===== config.mk =====
export PLATFORM = sky130hd
export DESIGN_NAME = tamagotchi_btn_conditioner
export DESIGN_NICKNAME = d
export VERILOG_FILES = /design/src/rtl/tamagotchi_pkg.sv /design/src/rtl/btn_debounce.sv /design/src/rtl/tamagotchi_btn_conditioner.sv
export SDC_FILE = /design/constraint.sdc
export NUM_CORES = 1
export LEC_CHECK = 0
export ABC_AREA = 0
export CAP_MARGIN = 20
export CORE_MARGIN = 5
export CORE_UTILIZATION = 30
export CTS_BUF_LIST = sky130_fd_sc_hd__clkbuf_2
export DETAILED_ROUTE_END_ITERATION = 12
export HOLD_SLACK_MARGIN = 0.02
export PLACE_DENSITY_LB_ADDON = 0.08
export SYNTH_ARGS = -nofsm -noshare
export SYNTH_HDL_FRONTEND = slang
export SYNTH_SLANG_ARGS = --single-unit

===== constraint.sdc =====
create_clock -name clk -period 2 [get_ports clk]
set_input_delay 0.4 -clock clk [delete_from_list [all_inputs] [get_ports clk]]
set_output_delay 0.4 -clock clk [all_outputs]
set_load 0.01 [all_outputs]

===== src/rtl/tamagotchi_pkg.sv =====
// Shared definitions for the tamagotchi button front end: key indices,
// hold-FSM state encoding and helpers that turn ms/s into clock cycles.
package tamagotchi_pkg;

  localparam int NUM_KEYS  = 6;
  localparam int NUM_NEED  = 4;

  // Key indices; the four need keys occupy the low indices
  localparam int SALUD     = 0;
  localparam int ENERGIA   = 1;
  localparam int HAMBRE    = 2;
  localparam int DIVERSION = 3;
  localparam int RESET     = 4;
  localparam int TEST      = 5;

  typedef enum logic [1:0] {
    HOLD_IDLE    = 2'd0,
    HOLD_HOLDING = 2'd1,
    HOLD_FIRED   = 2'd2
  } hold_state_e;

  function automatic int ms_to_cyc(input int clk_hz, input int ms);
    return clk_hz / 1000 * ms;
  endfunction

  function automatic int s_to_cyc(input int clk_hz, input int s);
    return clk_hz * s;
  endfunction

endpackage


===== src/rtl/btn_debounce.sv =====
// One raw active-low key: 2-FF synchroniser, debounce counter and a
// one-cycle pulse on the accepted released->pressed transition.
module btn_debounce #(
  parameter int DEB_CYC = 1_000_000
) (
  input  logic clk,
  input  logic rst_n,
  input  logic key_n,
  output logic pressed,
  output logic press_pulse
);

  localparam int            CW       = $clog2(DEB_CYC + 1);
  localparam logic [CW-1:0] CNT_LAST = CW'(DEB_CYC - 1);

  logic          sync1_q, sync1_d;
  logic          sync2_q, sync2_d;
  logic          pressed_q, pressed_d;
  logic          pulse_q, pulse_d;
  logic [CW-1:0] cnt_q, cnt_d;

  // Count consecutive cycles the synced level disagrees with the accepted level
  always_comb begin
    sync1_d   = key_n;
    sync2_d   = sync1_q;
    pressed_d = pressed_q;
    pulse_d   = 1'b0;
    cnt_d     = '0;
    if ((~sync2_q) != pressed_q) begin
      if (cnt_q == CNT_LAST) begin
        pressed_d = ~sync2_q;
        pulse_d   = ~sync2_q;
      end else begin
        cnt_d = cnt_q + CW'(1);
      end
    end
  end

  // State registers; synchroniser resets to the released (high) level
  always_ff @(posedge clk or negedge rst_n) begin
    if (!rst_n) begin
      sync1_q   <= 1'b1;
      sync2_q   <= 1'b1;
      pressed_q <= 1'b0;
      pulse_q   <= 1'b0;
      cnt_q     <= '0;
    end else begin
      sync1_q   <= sync1_d;
      sync2_q   <= sync2_d;
      pressed_q <= pressed_d;
      pulse_q   <= pulse_d;
      cnt_q     <= cnt_d;
    end
  end

  assign pressed     = pressed_q;
  assign press_pulse = pulse_q;

endmodule


===== src/rtl/tamagotchi_btn_conditioner.sv =====
// Button front end for tamagotchi_fsm: six debounced keys, masked need-key
// pulses and the reset/test long-press timers.
// Optional feature: define BTN_AUTOREPEAT_EN to re-pulse held need keys
// every REPEAT_MS; without it each debounced press gives exactly one pulse.
module tamagotchi_btn_conditioner
  import tamagotchi_pkg::*;
#(
  parameter int CLK_HZ      = 50_000_000,
  parameter int DEBOUNCE_MS = 20,
  parameter int HOLD_S      = 5,
  parameter int REPEAT_MS   = 500
) (
  input  logic       clk,
  input  logic       rst_n,
  input  logic       key_salud_n,
  input  logic       key_energia_n,
  input  logic       key_hambre_n,
  input  logic       key_diversion_n,
  input  logic       key_reset_n,
  input  logic       key_test_n,
  output logic       btn_salud,
  output logic       btn_energia,
  output logic       btn_hambre,
  output logic       btn_diversion,
  output logic       btn_reset,
  output logic       btn_test,
  output logic [2:0] count_reset,
  output logic [2:0] count_test
);

  localparam int            DEB_CYC    = ms_to_cyc(CLK_HZ, DEBOUNCE_MS);
  localparam int            SEC_CYC    = s_to_cyc(CLK_HZ, 1);
  localparam int            PW         = $clog2(SEC_CYC + 1);
  localparam logic [PW-1:0] PRESC_LAST = PW'(SEC_CYC - 1);
  localparam logic [2:0]    HOLD_CNT   = 3'(HOLD_S);

  // Reject configurations the 3-bit counts or the timers cannot represent
  if (HOLD_S < 1 || HOLD_S > 7) begin : g_bad_hold
    $error("HOLD_S must be in 1..7");
  end
  if (DEBOUNCE_MS < 1 || REPEAT_MS < 1) begin : g_bad_timing
    $error("DEBOUNCE_MS and REPEAT_MS must be at least 1");
  end

  logic [NUM_KEYS-1:0] key_n_vec;
  logic [NUM_KEYS-1:0] pressed;
  logic [NUM_KEYS-1:0] press_pulse;

  assign key_n_vec = {key_test_n, key_reset_n, key_diversion_n,
                      key_hambre_n, key_energia_n, key_salud_n};

  for (genvar k = 0; k < NUM_KEYS; k++) begin : g_deb
    btn_debounce #(.DEB_CYC(DEB_CYC)) u_deb (
      .clk        (clk),
      .rst_n      (rst_n),
      .key_n      (key_n_vec[k]),
      .pressed    (pressed[k]),
      .press_pulse(press_pulse[k])
    );
  end

  // Hold FSMs work on debounced levels, so the edge pulses of those keys are not needed
  logic hold_pulse_unused;
  assign hold_pulse_unused = ^press_pulse[TEST:RESET];

  logic [NUM_NEED-1:0] rep_fire;

`ifdef BTN_AUTOREPEAT_EN
  localparam int            REP_CYC  = ms_to_cyc(CLK_HZ, REPEAT_MS);
  localparam int            RW       = $clog2(REP_CYC + 1);
  localparam logic [RW-1:0] REP_LAST = RW'(REP_CYC);

  logic [RW-1:0] rep_cnt_q [NUM_NEED];
  logic [RW-1:0] rep_cnt_d [NUM_NEED];

  // Cycles since the last pulse of each held need key; fires every REP_CYC
  always_comb begin
    rep_fire = '0;
    for (int k = 0; k < NUM_NEED; k++) begin
      rep_fire[k]  = pressed[k] && (rep_cnt_q[k] == REP_LAST);
      rep_cnt_d[k] = '0;
      if (pressed[k]) begin
        if (press_pulse[k] || rep_fire[k]) rep_cnt_d[k] = RW'(1);
        else                               rep_cnt_d[k] = rep_cnt_q[k] + RW'(1);
      end
    end
  end

  // Repeat counter registers
  always_ff @(posedge clk or negedge rst_n) begin
    if (!rst_n) begin
      for (int k = 0; k < NUM_NEED; k++) rep_cnt_q[k] <= '0;
    end else begin
      for (int k = 0; k < NUM_NEED; k++) rep_cnt_q[k] <= rep_cnt_d[k];
    end
  end
`else
  assign rep_fire = '0;
`endif

  logic                need_mask;
  logic [NUM_NEED-1:0] btn_q, btn_d;

  // Need-key pulses are suppressed while either long-press key is held
  always_comb begin
    need_mask = pressed[RESET] | pressed[TEST];
    btn_d     = (press_pulse[NUM_NEED-1:0] | rep_fire) & {NUM_NEED{~need_mask}};
  end

  // Need-key output register
  always_ff @(posedge clk or negedge rst_n) begin
    if (!rst_n) btn_q <= '0;
    else        btn_q <= btn_d;
  end

  // Index 0 is the reset-key timer, index 1 the test-key timer
  hold_state_e   hold_st_q [2];
  hold_state_e   hold_st_d [2];
  logic [PW-1:0] presc_q   [2];
  logic [PW-1:0] presc_d   [2];
  logic [2:0]    cnt_q     [2];
  logic [2:0]    cnt_d     [2];
  logic [1:0]    fire_q, fire_d;
  logic [1:0]    hold_act;

  // Long-press timers; the reset key holds the test timer in IDLE
  always_comb begin
    hold_act[0] = pressed[RESET];
    hold_act[1] = pressed[TEST] & ~pressed[RESET];
    fire_d      = '0;
    for (int i = 0; i < 2; i++) begin
      hold_st_d[i] = hold_st_q[i];
      presc_d[i]   = presc_q[i];
      cnt_d[i]     = cnt_q[i];
      if (!hold_act[i]) begin
        hold_st_d[i] = HOLD_IDLE;
        presc_d[i]   = '0;
        cnt_d[i]     = '0;
      end else begin
        case (hold_st_q[i])
          HOLD_IDLE: begin
            hold_st_d[i] = HOLD_HOLDING;
            presc_d[i]   = '0;
            cnt_d[i]     = '0;
          end
          HOLD_HOLDING: begin
            if (presc_q[i] == PRESC_LAST) begin
              presc_d[i] = '0;
              cnt_d[i]   = cnt_q[i] + 3'd1;
              if (cnt_q[i] + 3'd1 == HOLD_CNT) begin
                fire_d[i]    = 1'b1;
                hold_st_d[i] = HOLD_FIRED;
              end
            end else begin
              presc_d[i] = presc_q[i] + PW'(1);
            end
          end
          HOLD_FIRED: begin
            hold_st_d[i] = HOLD_FIRED;
          end
          default: begin
            hold_st_d[i] = HOLD_IDLE;
            presc_d[i]   = '0;
            cnt_d[i]     = '0;
          end
        endcase
      end
    end
  end

  // Long-press timer registers
  always_ff @(posedge clk or negedge rst_n) begin
    if (!rst_n) begin
      for (int i = 0; i < 2; i++) begin
        hold_st_q[i] <= HOLD_IDLE;
        presc_q[i]   <= '0;
        cnt_q[i]     <= '0;
      end
      fire_q <= '0;
    end else begin
      for (int i = 0; i < 2; i++) begin
        hold_st_q[i] <= hold_st_d[i];
        presc_q[i]   <= presc_d[i];
        cnt_q[i]     <= cnt_d[i];
      end
      fire_q <= fire_d;
    end
  end

  assign btn_salud     = btn_q[SALUD];
  assign btn_energia   = btn_q[ENERGIA];
  assign btn_hambre    = btn_q[HAMBRE];
  assign btn_diversion = btn_q[DIVERSION];
  assign btn_reset     = fire_q[0];
  assign btn_test      = fire_q[1];
  assign count_reset   = cnt_q[0];
  assign count_test    = cnt_q[1];

endmodule


==> impl_metrics.sql <==
INSERT INTO impl_metrics (metric_group, metric, value, unit) VALUES
('floorplan', 'fp-row-count', '67', ''),
('synth', 'synth.yosys.warnings', '0', ''),
('routing', 'drt_wl_total', '22.6', 'mm'),
('cells_and_area', 'instances_no_fill', '1686', ''),
('timing', 'finalWorstSetupSlack', '-48.0', 'ps'),
('cells_and_area', 'drive_above_1_share', '20.9', '%'),
('synth', 'synthCells', '1018', ''),
('synth', 'synth_seq_cells', '210', ''),
('cells_and_area', 'filler_cells', '3483', ''),
('global_routing', 'antenna_found_initial', '1', ''),
('routing', 'drc_errors', '0', ''),
('timing', 'fin_worst_skew', '74.1', 'ps'),
('place', 'dp_slack', '-58.4', 'ps'),
('hold_path', 'whs_path_cells', '0', ''),
('timing', 'max_slew_margin', '63.8', '%'),
('timing', 'final-setup-viol-count', '2', ''),
('place', 'dp_hpwl', '15.0', 'mm'),
('timing', 'finalHoldWorstSlack', '358', 'ps'),
('synth', 'synth.top_cell.area_share', '49.4', '%'),
('setup_path', 'critical_path.startpoint_type', 'register', ''),
('timing', 'max_freq', '0.488', 'GHz'),
('cells_and_area', 'design.final.nets', '1213', ''),
('clocking', 'worstSkewPairLatency', '930', 'ps'),
('status', 'failed_checks', 'negative setup slack', ''),
('timing', 'hold_viol', '0', ''),
('routing', 'detail_route.vias_per_cell', '4.55', ''),
('routing', 'route.detailed.wl_per_inst', '13.4', 'um'),
('clocking', 'clkTransAtPathRegs', '100', 'ps'),
('global_routing', 'number_of_global_route_vias_before_repair', '7848', ''),
('global_routing', 'grt_use_total', '12.7', '%'),
('global_routing', 'grt_max_degree', '46', ''),
('power', 'power_density_relative_to_cell_area', '622', 'mW/mm^2'),
('hold_path', 'worst_hold_path_type', 'reg -> reg', ''),
('setup_path', 'worst_path_maximum_fanout', '2', ''),
('power', 'total_power', '7.68', 'mW'),
('setup_path', 'critPathKind', 'reg -> reg', ''),
('setup_path', 'worst_ep_required_time', '2740', 'ps'),
('routing', 'first_drt_pass_iteration_count', '4', ''),
('timing', 'final.setup.tns', '-91.9', 'ps'),
('run', 'cap_viol_max_count', '0', ''),
('synth', 'syn_nets', '1044', ''),
('global_routing', 'gr-total-overflow', '0', ''),
('floorplan', 'core-area', '0.0333', 'sq mm'),
('synth', 'syn_avg_cell_area', '9.86', 'sq um'),
('synth', 'yosys.area.top_type', 'sky130_fd_sc_hd__dfrtp_1', ''),
('setup_path', 'worst_ep_arrival_time', '2790', 'ps'),
('synth', 'synthArstFlopShare', '100', '%'),
('synth', 'synth_top_cells_by_area', 'sky130_fd_sc_hd__dfrtp_1, sky130_fd_sc_hd__nor2_1, sky130_fd_sc_hd__xor2_1', ''),
('place', 'placement.io_buffers', '19', ''),
('global_routing', 'grt_pass1_wl', '38.7', 'mm'),
('clocking', 'tritoncts', 'built', ''),
('timing', 'min_period_over_period', '102', '%'),
('clocking', 'h_tree_level_count', '2', ''),
('status', 'status', 'complete, but fails checks', ''),
('timing', 'timing_worst_slew_pin_value', '539', 'ps'),
('clocking', 'cts.root.buffer_cell', 'sky130_fd_sc_hd__clkbuf_2', ''),
('clocking', 'clock_tree.buffer_depth', '3', ''),
('floorplan', 'die-width', '193', 'um'),
('power', 'peakVddDrop', '265', 'uV'),
('routing', 'ant_nets', '0', ''),
('setup_path', 'r2r_cells', '5', ''),
('floorplan', 'die-height', '193', 'um'),
('timing', 'final_max_slew_viol_count', '0', ''),
('synth', 'synth_enable_flop_cells', '0', ''),
('setup_path', 'worstSetupEndpointType', 'register', ''),
('synth', 'post_synthesis_instance_area', '0.0100', 'sq mm'),
('cells_and_area', 'area_growth_syn_to_layout', '23.0', '%'),
('place', 'number_of_placed_cells_counting_well_taps', '1555', ''),
('clocking', 'tritoncts_num_sinks', '210', ''),
('routing', 'first_iter_violations', '238', ''),
('power', 'power_leakage', '5.33', 'nW'),
('timing', 'rsz0062_at_grt', 'true', ''),
('timing', 'finalWorstPathRequiredPeriod', '2050', 'ps'),
('synth', 'ys_types', '48', ''),
('floorplan', 'num_io_pins', '20', ''),
('synth', 'synth_most_common_cell', 'sky130_fd_sc_hd__dfrtp_1', ''),
('synth', 'ys_seq_area_share', '52.5', '%'),
('clocking', 'tritoncts.num_buffers', '60', ''),
('place', 'gp_congestion', '0.728', ''),
('routing', 'detailroute.via_count', '7666', ''),
('floorplan', 'initial_utilization', '30.1', '%'),
('synth', 'ys_dominant_reg_cell', 'sky130_fd_sc_hd__dfrtp_1', ''),
('synth', 'post_synth_most_frequent_cells', 'sky130_fd_sc_hd__dfrtp_1, sky130_fd_sc_hd__nor2_1, sky130_fd_sc_hd__nand3_1, sky130_fd_sc_hd__xor2_1, sky130_fd_sc_hd__nand2_1', ''),
('floorplan', 'die_area', '0.0372', 'sq mm');
-- cell type report --
class | instances | area [sq um] | area share (%)
Clock inverter | 22 | 87.6 | 0.710
Timing Repair Buffer | 130 | 1100 | 8.92
Clock buffer | 89 | 445 | 3.61
Tap cell | 448 | 561 | 4.54
Multi-Input combinational cell | 756 | 4760 | 38.6
Antenna cell | 2 | 5.00 | 0.0406
Sequential cell | 210 | 5270 | 42.7
Inverter | 29 | 109 | 0.882
-- report_power, final --
part | switching [mW] | leakage [nW] | internal [mW]
sequential | 0.0369 | 2.88 | 4.29
combinational | 0.159 | 2.05 | 0.0945
clock | 1.89 | 0.410 | 1.20
total | 2.09 | 5.33 | 5.59
-- placed cells by master (no fill, tap or decap), types with 6 or more instances in the layout --
cell type and n:
sky130_fd_sc_hd__nand3_1 82, sky130_fd_sc_hd__nand4_1 39, sky130_fd_sc_hd__nor3_1 25, sky130_fd_sc_hd__a21oi_1 7, sky130_fd_sc_hd__ha_1 18, sky130_fd_sc_hd__xnor2_1 74, sky130_fd_sc_hd__and4_1 9, sky130_fd_sc_hd__nor2_1 188
sky130_fd_sc_hd__and2_1 10, sky130_fd_sc_hd__nor4_1 10, sky130_fd_sc_hd__nand2_1 74, sky130_fd_sc_hd__clkbuf_2 89, sky130_fd_sc_hd__nor4b_1 6, sky130_fd_sc_hd__xor2_1 77, sky130_fd_sc_hd__dlygate4sd3_1 8, sky130_fd_sc_hd__buf_4 89
sky130_fd_sc_hd__and3_1 28, sky130_fd_sc_hd__clkinv_1 20, sky130_fd_sc_hd__buf_2 10, sky130_fd_sc_hd__inv_1 29, sky130_fd_sc_hd__clkdlybuf4s50_1 6, sky130_fd_sc_hd__dfstp_2 12, sky130_fd_sc_hd__o21ai_0 23, sky130_fd_sc_hd__dfrtp_1 198
sky130_fd_sc_hd__buf_6 10
-- sequential cells by signal (all words and copies together) (netlist names) --
| signal | count |
|---|---|
| btn_q | 4 |
| count_reset | 3 |
| count_test | 3 |
| fire_q | 2 |
| g_deb.u_deb.cnt_q | 120 |
| g_deb.u_deb.press_pulse | 4 |
| g_deb.u_deb.pressed | 6 |
| g_deb.u_deb.sync1_q | 6 |
| g_deb.u_deb.sync2_q | 6 |
| hold_st_q | 4 |
| presc_q | 52 |
-- routing by layer --
| metal | wire, um | global-route usage, % |
|---|---|---|
| met2 | 9940 | 19.4 |
| met1 | 11100 | 17.0 |
| met5 | 0 | 0 |
| met3 | 977 | 3.74 |
| met4 | 612 | 4.80 |
-- worst max-delay path: stages, from the launching register on --
cell and delay, ps:
sky130_fd_sc_hd__dfrtp_1 400, sky130_fd_sc_hd__or4_1 510, sky130_fd_sc_hd__or4_4 540, sky130_fd_sc_hd__nor3_4 190, sky130_fd_sc_hd__a31oi_4 130, sky130_fd_sc_hd__mux2i_1 140
-- final timing paths --
path / startpoint / to / slack (ps)
hold reg to reg: g_deb[3].u_deb.sync1_q$_DFF_PN1_ / g_deb[3].u_deb.sync2_q$_DFF_PN1_ / 360
hold / removal: g_deb[3].u_deb.sync1_q$_DFF_PN1_ / g_deb[3].u_deb.sync2_q$_DFF_PN1_ / 360
setup / recovery: presc_q[8]$_DFFE_PN0P_ / hold_st_q[0]$_DFFE_PN0P_ / -50
setup reg to reg: presc_q[8]$_DFFE_PN0P_ / hold_st_q[0]$_DFFE_PN0P_ / -50
max in group asynchronous: rst_n / presc_q[26]$_DFFE_PN0P_ / 1000
min in group asynchronous: rst_n / g_deb[5].u_deb.sync2_q$_DFF_PN1_ / 610
-- stage by stage --
step	cell area [sq um]	utilization (%)
after floorplan	10000	-
after global placement	11400	34.4
after detailed placement	11400	34.4
after CTS	12100	36.4
after global routing	12300	37.1
final	12300	37.1
-- cell families after synthesis --
logic type               after synthesis  synth area share [%]
AND/OR/NAND/NOR                      534                  26.8
AO/OA/AOI/OAI                         48                  2.71
multiplexers                           5                 0.499
buffers and inverters                 52                  2.06
flip-flops                           210                  52.5
XOR/XNOR                             151                  13.2
adder cells (fa/ha/maj)               18                  2.24
-- timing repair --
action | CTS | global route
hold buffers | 9 | 0
pin swaps | 3 | 8
endpoints found under the hold margin | 216 | 0
setup buffers | 4 | 4
setup endpoints to repair | 34 | 75
cloned | 0 | 2
gates resized for setup | 61 | 38
Note: power is estimated with default switching activity, not from simulation.
